===== src/rtl/scan_pkg.sv =====
// Shared types and constants for the bit-serial pattern scanner.
package scan_pkg;

   // Controller phases: waiting, consuming bits, publishing results.
   typedef enum logic [1:0] {
      IDLE  = 2'd0,
      SHIFT = 2'd1,
      DONE  = 2'd2
   } ctrl_state_t;

   // Detector progress: how much of the pattern prefix has been seen.
   typedef enum logic [1:0] {
      D_S0   = 2'd0,  // nothing useful
      D_S1   = 2'd1,  // "1"
      D_S11  = 2'd2,  // "11"
      D_S110 = 2'd3   // "110"
   } det_state_t;

   // Sequence being searched for, first bit received is PATTERN[3].
   localparam logic [3:0] PATTERN = 4'b1101;

endpackage


===== src/rtl/seq_det_1101.sv =====
// Overlapping Mealy detector for 1101; hit is asserted combinationally on
// the cycle that presents the final '1' while en is high.
module seq_det_1101
   import scan_pkg::*;
(
   input  logic clk,
   input  logic rst,
   input  logic clr,
   input  logic en,
   input  logic in,
   output logic hit
);

   det_state_t st, st_nx;

   // State register: clr restarts the search, en advances it.
   always_ff @(posedge clk or negedge rst) begin
      if (!rst)      st <= D_S0;
      else if (clr)  st <= D_S0;
      else if (en)   st <= st_nx;
   end

   // Transitions; after a hit the trailing '1' is the start of the next match.
   always_comb begin
      st_nx = st;
      hit   = 1'b0;
      case (st)
         D_S0:   st_nx = (in == PATTERN[3]) ? D_S1   : D_S0;
         D_S1:   st_nx = (in == PATTERN[2]) ? D_S11  : D_S0;
         D_S11:  st_nx = (in == PATTERN[1]) ? D_S110 : D_S11;
         D_S110: begin
            if (in == PATTERN[0]) begin
               hit   = en;
               st_nx = D_S1;
            end else begin
               st_nx = D_S0;
            end
         end
         default: st_nx = D_S0;
      endcase
   end

endmodule


===== src/rtl/scan_ctrl.sv =====
// Scans a captured word MSB-first through the 1101 detector, counting
// overlapping matches and noting where the first one ends.
module scan_ctrl
   import scan_pkg::*;
#(
   parameter int WIDTH = 16,
   parameter int CW    = 5
) (
   input  logic             clk,
   input  logic             rst,
   input  logic             start,
   input  logic [WIDTH-1:0] data,
   input  logic             abort,
   output logic             busy,
   output logic             done,
   output logic [CW-1:0]    match_count,
   output logic             found,
   output logic [CW-1:0]    first_pos
);

   ctrl_state_t      state, state_nx;
   logic [WIDTH-1:0] sreg;
   logic [CW-1:0]    bitcnt, wcount, wfirst;
   logic             accept, consume, last, hit;

   assign last = (bitcnt == CW'(WIDTH - 1));

   // State register.
   always_ff @(posedge clk or negedge rst) begin
      if (!rst) state <= IDLE;
      else      state <= state_nx;
   end

   // Next state; abort beats the final bit, and is ignored outside SHIFT.
   always_comb begin
      state_nx = state;
      case (state)
         IDLE:    if (start) state_nx = SHIFT;
         SHIFT:   if (abort) state_nx = IDLE;
                  else if (last) state_nx = DONE;
         DONE:    state_nx = IDLE;
         default: state_nx = IDLE;
      endcase
   end

   // Control strobes derived from the current state.
   always_comb begin
      busy    = (state != IDLE);
      accept  = (state == IDLE) && start;
      consume = (state == SHIFT);
   end

   seq_det_1101 u_det (
      .clk (clk),
      .rst (rst),
      .clr (accept),
      .en  (consume),
      .in  (sreg[WIDTH-1]),
      .hit (hit)
   );

   // Shift register and working results; a stale working set after abort
   // is harmless because the next accept clears it.
   always_ff @(posedge clk or negedge rst) begin
      if (!rst) begin
         sreg   <= '0;
         bitcnt <= '0;
         wcount <= '0;
         wfirst <= '0;
      end else if (accept) begin
         sreg   <= data;
         bitcnt <= '0;
         wcount <= '0;
         wfirst <= '0;
      end else if (consume) begin
         sreg   <= {sreg[WIDTH-2:0], 1'b0};
         bitcnt <= bitcnt + CW'(1);
         if (hit) begin
            wcount <= wcount + CW'(1);
            if (wcount == '0) wfirst <= bitcnt;
         end
      end
   end

   // Published results: loaded only when leaving DONE, held otherwise.
   always_ff @(posedge clk or negedge rst) begin
      if (!rst) begin
         done        <= 1'b0;
         match_count <= '0;
         found       <= 1'b0;
         first_pos   <= '0;
      end else begin
         done <= (state == DONE);
         if (state == DONE) begin
            match_count <= wcount;
            found       <= (wcount != '0);
            first_pos   <= wfirst;
         end
      end
   end

endmodule


===== config.mk =====
export PLATFORM = sky130hd
export DESIGN_NAME = scan_ctrl
export DESIGN_NICKNAME = d
export VERILOG_FILES = /design/src/rtl/scan_pkg.sv /design/src/rtl/seq_det_1101.sv /design/src/rtl/scan_ctrl.sv
export SDC_FILE = /design/constraint.sdc
export NUM_CORES = 1
export LEC_CHECK = 0
export ABC_AREA = 1
export CAP_MARGIN = 10
export CORE_MARGIN = 3
export CORE_UTILIZATION = 34
export CTS_CLUSTER_SIZE = 8
export DETAILED_ROUTE_END_ITERATION = 8
export PLACE_DENSITY = 0.6
export RECOVER_POWER = 25
export SLEW_MARGIN = 20
export SYNTH_ARGS = -nofsm -noshare
export SYNTH_HDL_FRONTEND = slang
export SYNTH_SLANG_ARGS = --single-unit

===== constraint.sdc =====
create_clock -name clk -period 1.76 [get_ports clk]
set_input_delay 0.44 -clock clk [delete_from_list [all_inputs] [get_ports clk]]
set_output_delay 0.44 -clock clk [all_outputs]
set_load 0.01 [all_outputs]

==> results of run 1 <==
## cell type report
| cell class | count | area share |
|---|---|---|
| multi-input cells | 175 | 0.3216 |
| inverters | 17 | 0.02575 |
| clock buffers | 6 | 0.02715 |
| flip-flops and latches | 47 | 0.4401 |
| repair buffers | 40 | 0.1390 |
| well taps | 75 | 0.03511 |
| clock inverters | 1 | 0.01124 |
## Yosys cell counts, drive strengths merged
cell type / count / area, um^2
nand2: 101 / 389.1
dfrtp: 47 / 1176
nand3: 28 / 152.7
inv: 17 / 68.82
o21ai: 15 / 75.07
nor2: 10 / 65.06
nand4: 8 / 50.05
ha: 7 / 87.58
buf: 6 / 51.29
a21oi: 2 / 10.01
nor3b: 1 / 7.510
o22ai: 1 / 6.260
o31ai: 1 / 7.510
xor2: 1 / 8.760
## cells in the final DEF, fill, tap and decap left out, drive strengths merged
cell / n
dfrtp: 47
nand4: 8
o21ai: 15
ha: 7
clkdlybuf4s50: 30
nor3b: 1
nor2: 10
a21oi: 2
nand3: 28
nand2: 101
o31ai: 1
dlygate4sd2: 1
o22ai: 1
bufinv: 1
xor2: 1
clkbuf: 7
inv: 17
buf: 8
## timing repair
item                                    4_1_cts  5_1_grt
endpoints found under the setup margin        1        0
hold buffers                                  0        0
setup buffers                                 2        0
endpoints found under the hold margin         0        0
gates resized for setup                       1        0
## registers in the layout (all words and copies together) (netlist names)
signal,cells
first_pos,5
bitcnt,5
done,1
match_count,5
state,2
wcount,5
wfirst,5
sreg,16
u_det.st,2
found,1
## metal layers
metal | track usage | vias up | wire length [um]
met4 | 0.03885 | 0 | 68
met5 | 0 | - | 0
li1 | - | 871 | -
met1 | 0.1539 | 781 | 1936
met2 | 0.2097 | 36 | 1823
met3 | 0.02978 | 8 | 195
## power by group through the flow
stage | logic (mW) | registers, mW | clock network (mW)
2_1_floorplan | 0.555 | 1.51 | 0
3_3_place_gp | 0.718 | 1.55 | 0
3_5_place_dp | 0.739 | 1.57 | 0
4_1_cts | 0.751 | 1.54 | 0.782
5_1_grt | 0.861 | 1.59 | 0.829
6_report | 0.726 | 1.54 | 0.759
## kinds of logic after synthesis
group / count (synthesis)
adder cells (fa/ha/maj): 7
flip-flops: 47
AND/OR/NAND/NOR: 148
AO/OA/AOI/OAI: 19
buffers and inverters: 23
XOR/XNOR: 1
## worst paths after layout
check,endpoint,slack [ps],depth (start not counted)
max,match_count[3],120,1
min,match_count[4],440,2
max reg2reg,wcount[3],370,7
min reg2reg,first_pos[0],470,2
max in group asynchronous,sreg[4],630,2
min in group clk,first_pos[0],470,2
==> results.py, run 1 <==
metrics = {
    "yosys": {
        "synth_cell_types": 25,
        "ys_ff_latch": 47,
        "avgSynthCellArea_um2": 8.799,
        "netlist_instances": 245,
        "syn_area_um2": 2156,
        "synthSimpleGateAreaFrac": 0.3082,
        "yosysWarningCount": 0,
        "yosysSeqAreaShare": 0.5456,
        "synth_top_family_by_area": "simple AND/OR/NAND/NOR gates",
        "synth_xor_area_frac": 0.004063,
        "synth_compound_area_frac": 0.04585,
        "muxShareOfSynthArea": 0,
        "synth_fa_ha_area_frac": 0.04063,
        "synth_fp_nets": 272,
    },
    "detailed_routing": {
        "via_per_inst": 4.698,
        "drt-initial-drc-count": 83,
        "routedWlPerCell_um": 11.14,
        "firstDrtPassIters": 4,
        "ant_nets": 0,
        "via_count": 1696,
        "drc": 0,
        "drt_wl_total_um": 4023,
    },
    "die": {
        "num_io_pins": 33,
        "rows": 28,
        "fp.coreArea_um2": 6026,
        "dieWidth_um": 85.63,
        "start_util": 0.3578,
        "die-area_um2": 7333,
        "die_h_um": 85.63,
    },
    "finish": {
        "nFillCells": 624,
        "fin_cells": 361,
        "design_area_um2": 2673,
        "seqCellArea_um2": 1176,
        "final_core_util": 0.4435,
        "multiInputGateArea_um2": 859.6,
        "n_antenna_cell": 0,
        "drive_above_1_share": 0.09441,
        "areaGrowthSynthToFinish_pct": 23.97,
        "nNetsFinal": 313,
    },
    "global_route": {
        "grtUsageTotal": 0.1231,
        "grt_pass1_vias": 1691,
        "grt_max_degree": 48,
        "grt_pass1_wl_um": 7376,
        "grt_overflow": 0,
        "antenna_found_initial": 0,
    },
    "power_and_ir_drop": {
        "comb_power_share": 0.240,
        "power_density_nw_per_um2": 1132,
        "switchingPower_mw": 0.9604,
        "ir_drop_uv": 522.3,
        "sw_frac_of_total": 0.3175,
        "pwr-share-seq": 0.509,
        "leakagePower_nw": 1.308,
        "intPower_mw": 2.064,
        "finalPower_mw": 3.025,
        "clock_power_share": 0.251,
    },
    "setup_path": {
        "path_buf_inv": 1,
        "critPathKind": "reg2out",
        "max_stage_delay_ps": 540,
        "crit_arrival_ps": 1200,
        "crit_path_cell_trace": "clkdlybuf4s50_1",
        "cp-end-kind": "output port",
        "cp.required_ps": 1320,
        "crit_fanout": 2,
        "slowest_stage": "clkdlybuf4s50_1",
        "r2r-start": "state[1]",
        "crit_family": "buffers and inverters",
        "cp-startpoint": "match_count[3]",
        "start_kind": "flip-flop",
    },
    "sta": {
        "hold_ws_ps": 440.2,
        "fin_crit_ps": 1636,
        "slew_viol_final": 0,
        "setup_viol_count_final": 0,
        "fin_skew_ps": 7.198,
        "slew-limit-headroom": 0.2367,
        "period_share": 0.9294,
        "tightest_slew_ps": 1145,
        "grt_setup_unrepaired": "no",
        "tns_ps": 0,
        "finalHoldViolations": 0,
        "fmax_mhz": 611.3,
        "final.setup.worst_slack_ps": 124.2,
    },
    "job": {
        "cap_violations": 0,
    },
    "cts": {
        "clk_pin_slew_worst_paths_ps": 80,
        "max-clock-path-buffers": 2,
        "cts-root-buf": "clkbuf_8",
        "cts_buffers": 5,
        "cts.sinks": 47,
        "cts_tree": "done",
        "clkLatencyLatePin_ps": 300,
        "htree_levels": 2,
    },
    "place": {
        "placement.io_buffers": 32,
        "dp_hpwl_um": 2863,
        "dp_cells": 352,
        "dpl_worst_slack_ps": 95.78,
        "place_area_um2": 2571,
        "place_congestion": 0.7615,
    },
    "run_status": {
        "status": "completed",
    },
    "hold_path": {
        "hold_path_class": "in2async",
    },
}
Power figures use the tool's default switching activity.
==> inputs of run 2 (changes only) <==
Settings changed: PLACE_DENSITY 0.6 to 0.59, SYNTH_HIERARCHICAL set to 1.
==> results.py, run 2 <==
metrics = {
    "cts": {
        "ctsHoldBuffers": 0,
        "cts_tree": "done",
        "cts_buffers": 5,
        "max-clock-path-buffers": 2,
        "cts-root-buf": "clkbuf_8",
        "clk_pin_slew_worst_paths_ps": 80,
        "clkLatencyLatePin_ps": 290,
        "cts.sinks": 47,
        "htree_levels": 2,
    },
    "sta": {
        "fmax_mhz": 600.0,
        "grt_setup_unrepaired": "no",
        "setup_viol_count_final": 0,
        "period_share": 0.9470,
        "slew-limit-headroom": 0.2227,
        "finalHoldViolations": 0,
        "tns_ps": 0,
        "fin_crit_ps": 1667,
        "slew_viol_final": 0,
        "fin_skew_ps": 5.545,
        "tightest_slew_ps": 1166,
    },
    "die": {
        "num_io_pins": 33,
        "start_util": 0.3594,
        "die-area_um2": 7443,
        "rows": 28,
        "die_h_um": 86.27,
        "dieWidth_um": 86.27,
        "fp.coreArea_um2": 6096,
    },
    "detailed_routing": {
        "drt-initial-drc-count": 71,
        "ant_nets": 0,
        "drt_wl_total_um": 3990,
        "firstDrtPassIters": 4,
        "drc": 0,
        "via_per_inst": 4.645,
        "routedWlPerCell_um": 10.73,
        "via_count": 1728,
    },
    "finish": {
        "nNetsFinal": 324,
        "nFillCells": 634,
        "top_register": "sreg",
        "final_common_cell": "nand2_1",
        "most-common-layout-cells": "nand2_1, dfrtp_1, clkdlybuf4s50_1",
        "areaGrowthSynthToFinish_pct": 24.27,
        "drive_above_1_share": 0.09091,
        "largest_register_ff_count": 16,
        "n_antenna_cell": 0,
    },
    "setup_path": {
        "cp-end-kind": "output port",
        "cp.required_ps": 1320,
        "crit_fanout": 5,
        "critPathKind": "reg2out",
        "crit_arrival_ps": 1230,
        "start_kind": "flip-flop",
    },
    "yosys": {
        "yosysWarningCount": 6,
        "yosys.area.top_type": "dfrtp_1",
        "avgSynthCellArea_um2": 8.525,
        "netlist_instances": 257,
        "synth.top_cell.area_share": 0.5368,
        "synth_fp_nets": 284,
        "synth_commonest_cells": "nand2_1, dfrtp_1, nand3_1",
        "syn_area_um2": 2191,
        "ys_ff_latch": 47,
        "synth_area_leaders": "dfrtp_1, nand2_1, nand3_1, ha_1, inv_1",
        "synthMostInstantiatedCell": "nand2_1",
        "ys_async_sr_fraction": 1.000,
        "yosysSeqAreaShare": 0.5368,
        "ys.flop_type": "dfrtp_1",
        "synth_cell_types": 23,
        "synth_edf_count": 0,
    },
    "global_route": {
        "grt_pass1_vias": 1693,
        "grtUsageTotal": 0.1221,
        "grt_max_degree": 29,
        "grt_overflow": 0,
        "grt_pass1_wl_um": 7327,
        "antenna_found_initial": 0,
    },
    "power_and_ir_drop": {
        "leakagePower_nw": 1.358,
        "finalPower_mw": 3.022,
        "ir_drop_uv": 432.3,
        "power_density_nw_per_um2": 1110,
    },
    "place": {
        "dp_hpwl_um": 2944,
        "placement.io_buffers": 32,
        "place_congestion": 0.7603,
    },
    "hold_path": {
        "hold_path_class": "in2async",
    },
    "run_status": {
        "status": "completed",
    },
    "job": {
        "cap_violations": 0,
    },
}
run 2: final timing paths:
path / start / depth (start not counted) / slack [ps] / to
setup / recovery: state[1] / 3 / 90 / busy
setup reg to reg: state[1] / 10 / 200 / wfirst[2]
hold reg to reg: first_pos[3] / 2 / 470 / first_pos[3]
max in group asynchronous: rst / 2 / 670 / state[0]
min in group clk: first_pos[3] / 2 / 470 / first_pos[3]
hold / removal: rst / 1 / 360 / match_count[0]
run 2: layer usage:
layer	vias up	GRT usage	share of wire
met5	-	0	0
met4	0	0.03824	0.010
met3	5	0.03137	0.057
met2	38	0.2032	0.45
met1	794	0.1561	0.48
li1	891	-	-
run 2: area by class of cell:
| type | instances | area, um^2 | share of cell area |
|---|---|---|---|
| clock buffers | 6 | 82.58 | 0.03033 |
| clock inverters | 1 | 5.005 | 0.001838 |
| inverters | 20 | 82.58 | 0.03033 |
| multi-input cells | 184 | 890.9 | 0.3272 |
| flip-flops and latches | 47 | 1177 | 0.4324 |
| well taps | 75 | 93.84 | 0.03447 |
| repair buffers | 39 | 390.4 | 0.1434 |
run 2: timing repair:
action | CTS | global route
setup buffers | 1 | 0
endpoints found under the setup margin | 1 | 0
gates resized for setup | 3 | 0
run 2: worst max-delay path, cell delays in order, from the launching register on:
cell and delay, ps:
dfrtp_1 410, inv_4 120, nand2_1 110, dlygate4sd2_1 300
run 2: per-stage QoR:
step,worst slack (ps),hold WS [ps],cell area (um^2),std cells,utilization
after global placement,101.2,422.0,2626,364,0.4308
after global routing,11.31,433.9,2723,372,0.4466
after CTS,68.95,105.8,2724,372,0.4468
after detailed placement,66.08,428.5,2626,364,0.4308
final,93.30,355.5,2723,372,0.4466
after floorplan,63.60,144.4,2191,257,-
run 2: kinds of logic after synthesis:
group                      Yosys count  synth area share
AOI/OAI and AO/OA                   13           0.03027
xor gates and xnor gates             1          0.003998
adders and majority gates            7           0.03998
buffers and inverters               26           0.05654
DFF                                 47            0.5368
and+or+nand+nor                    163            0.3324
run 2: power by group:
part	internal [mW]	leakage [nW]	total, mW	switching (mW)
sequential	1.35	0.613	1.55	0.200
clock	0.308	0.0470	0.637	0.329
combinational	0.371	0.698	0.832	0.461
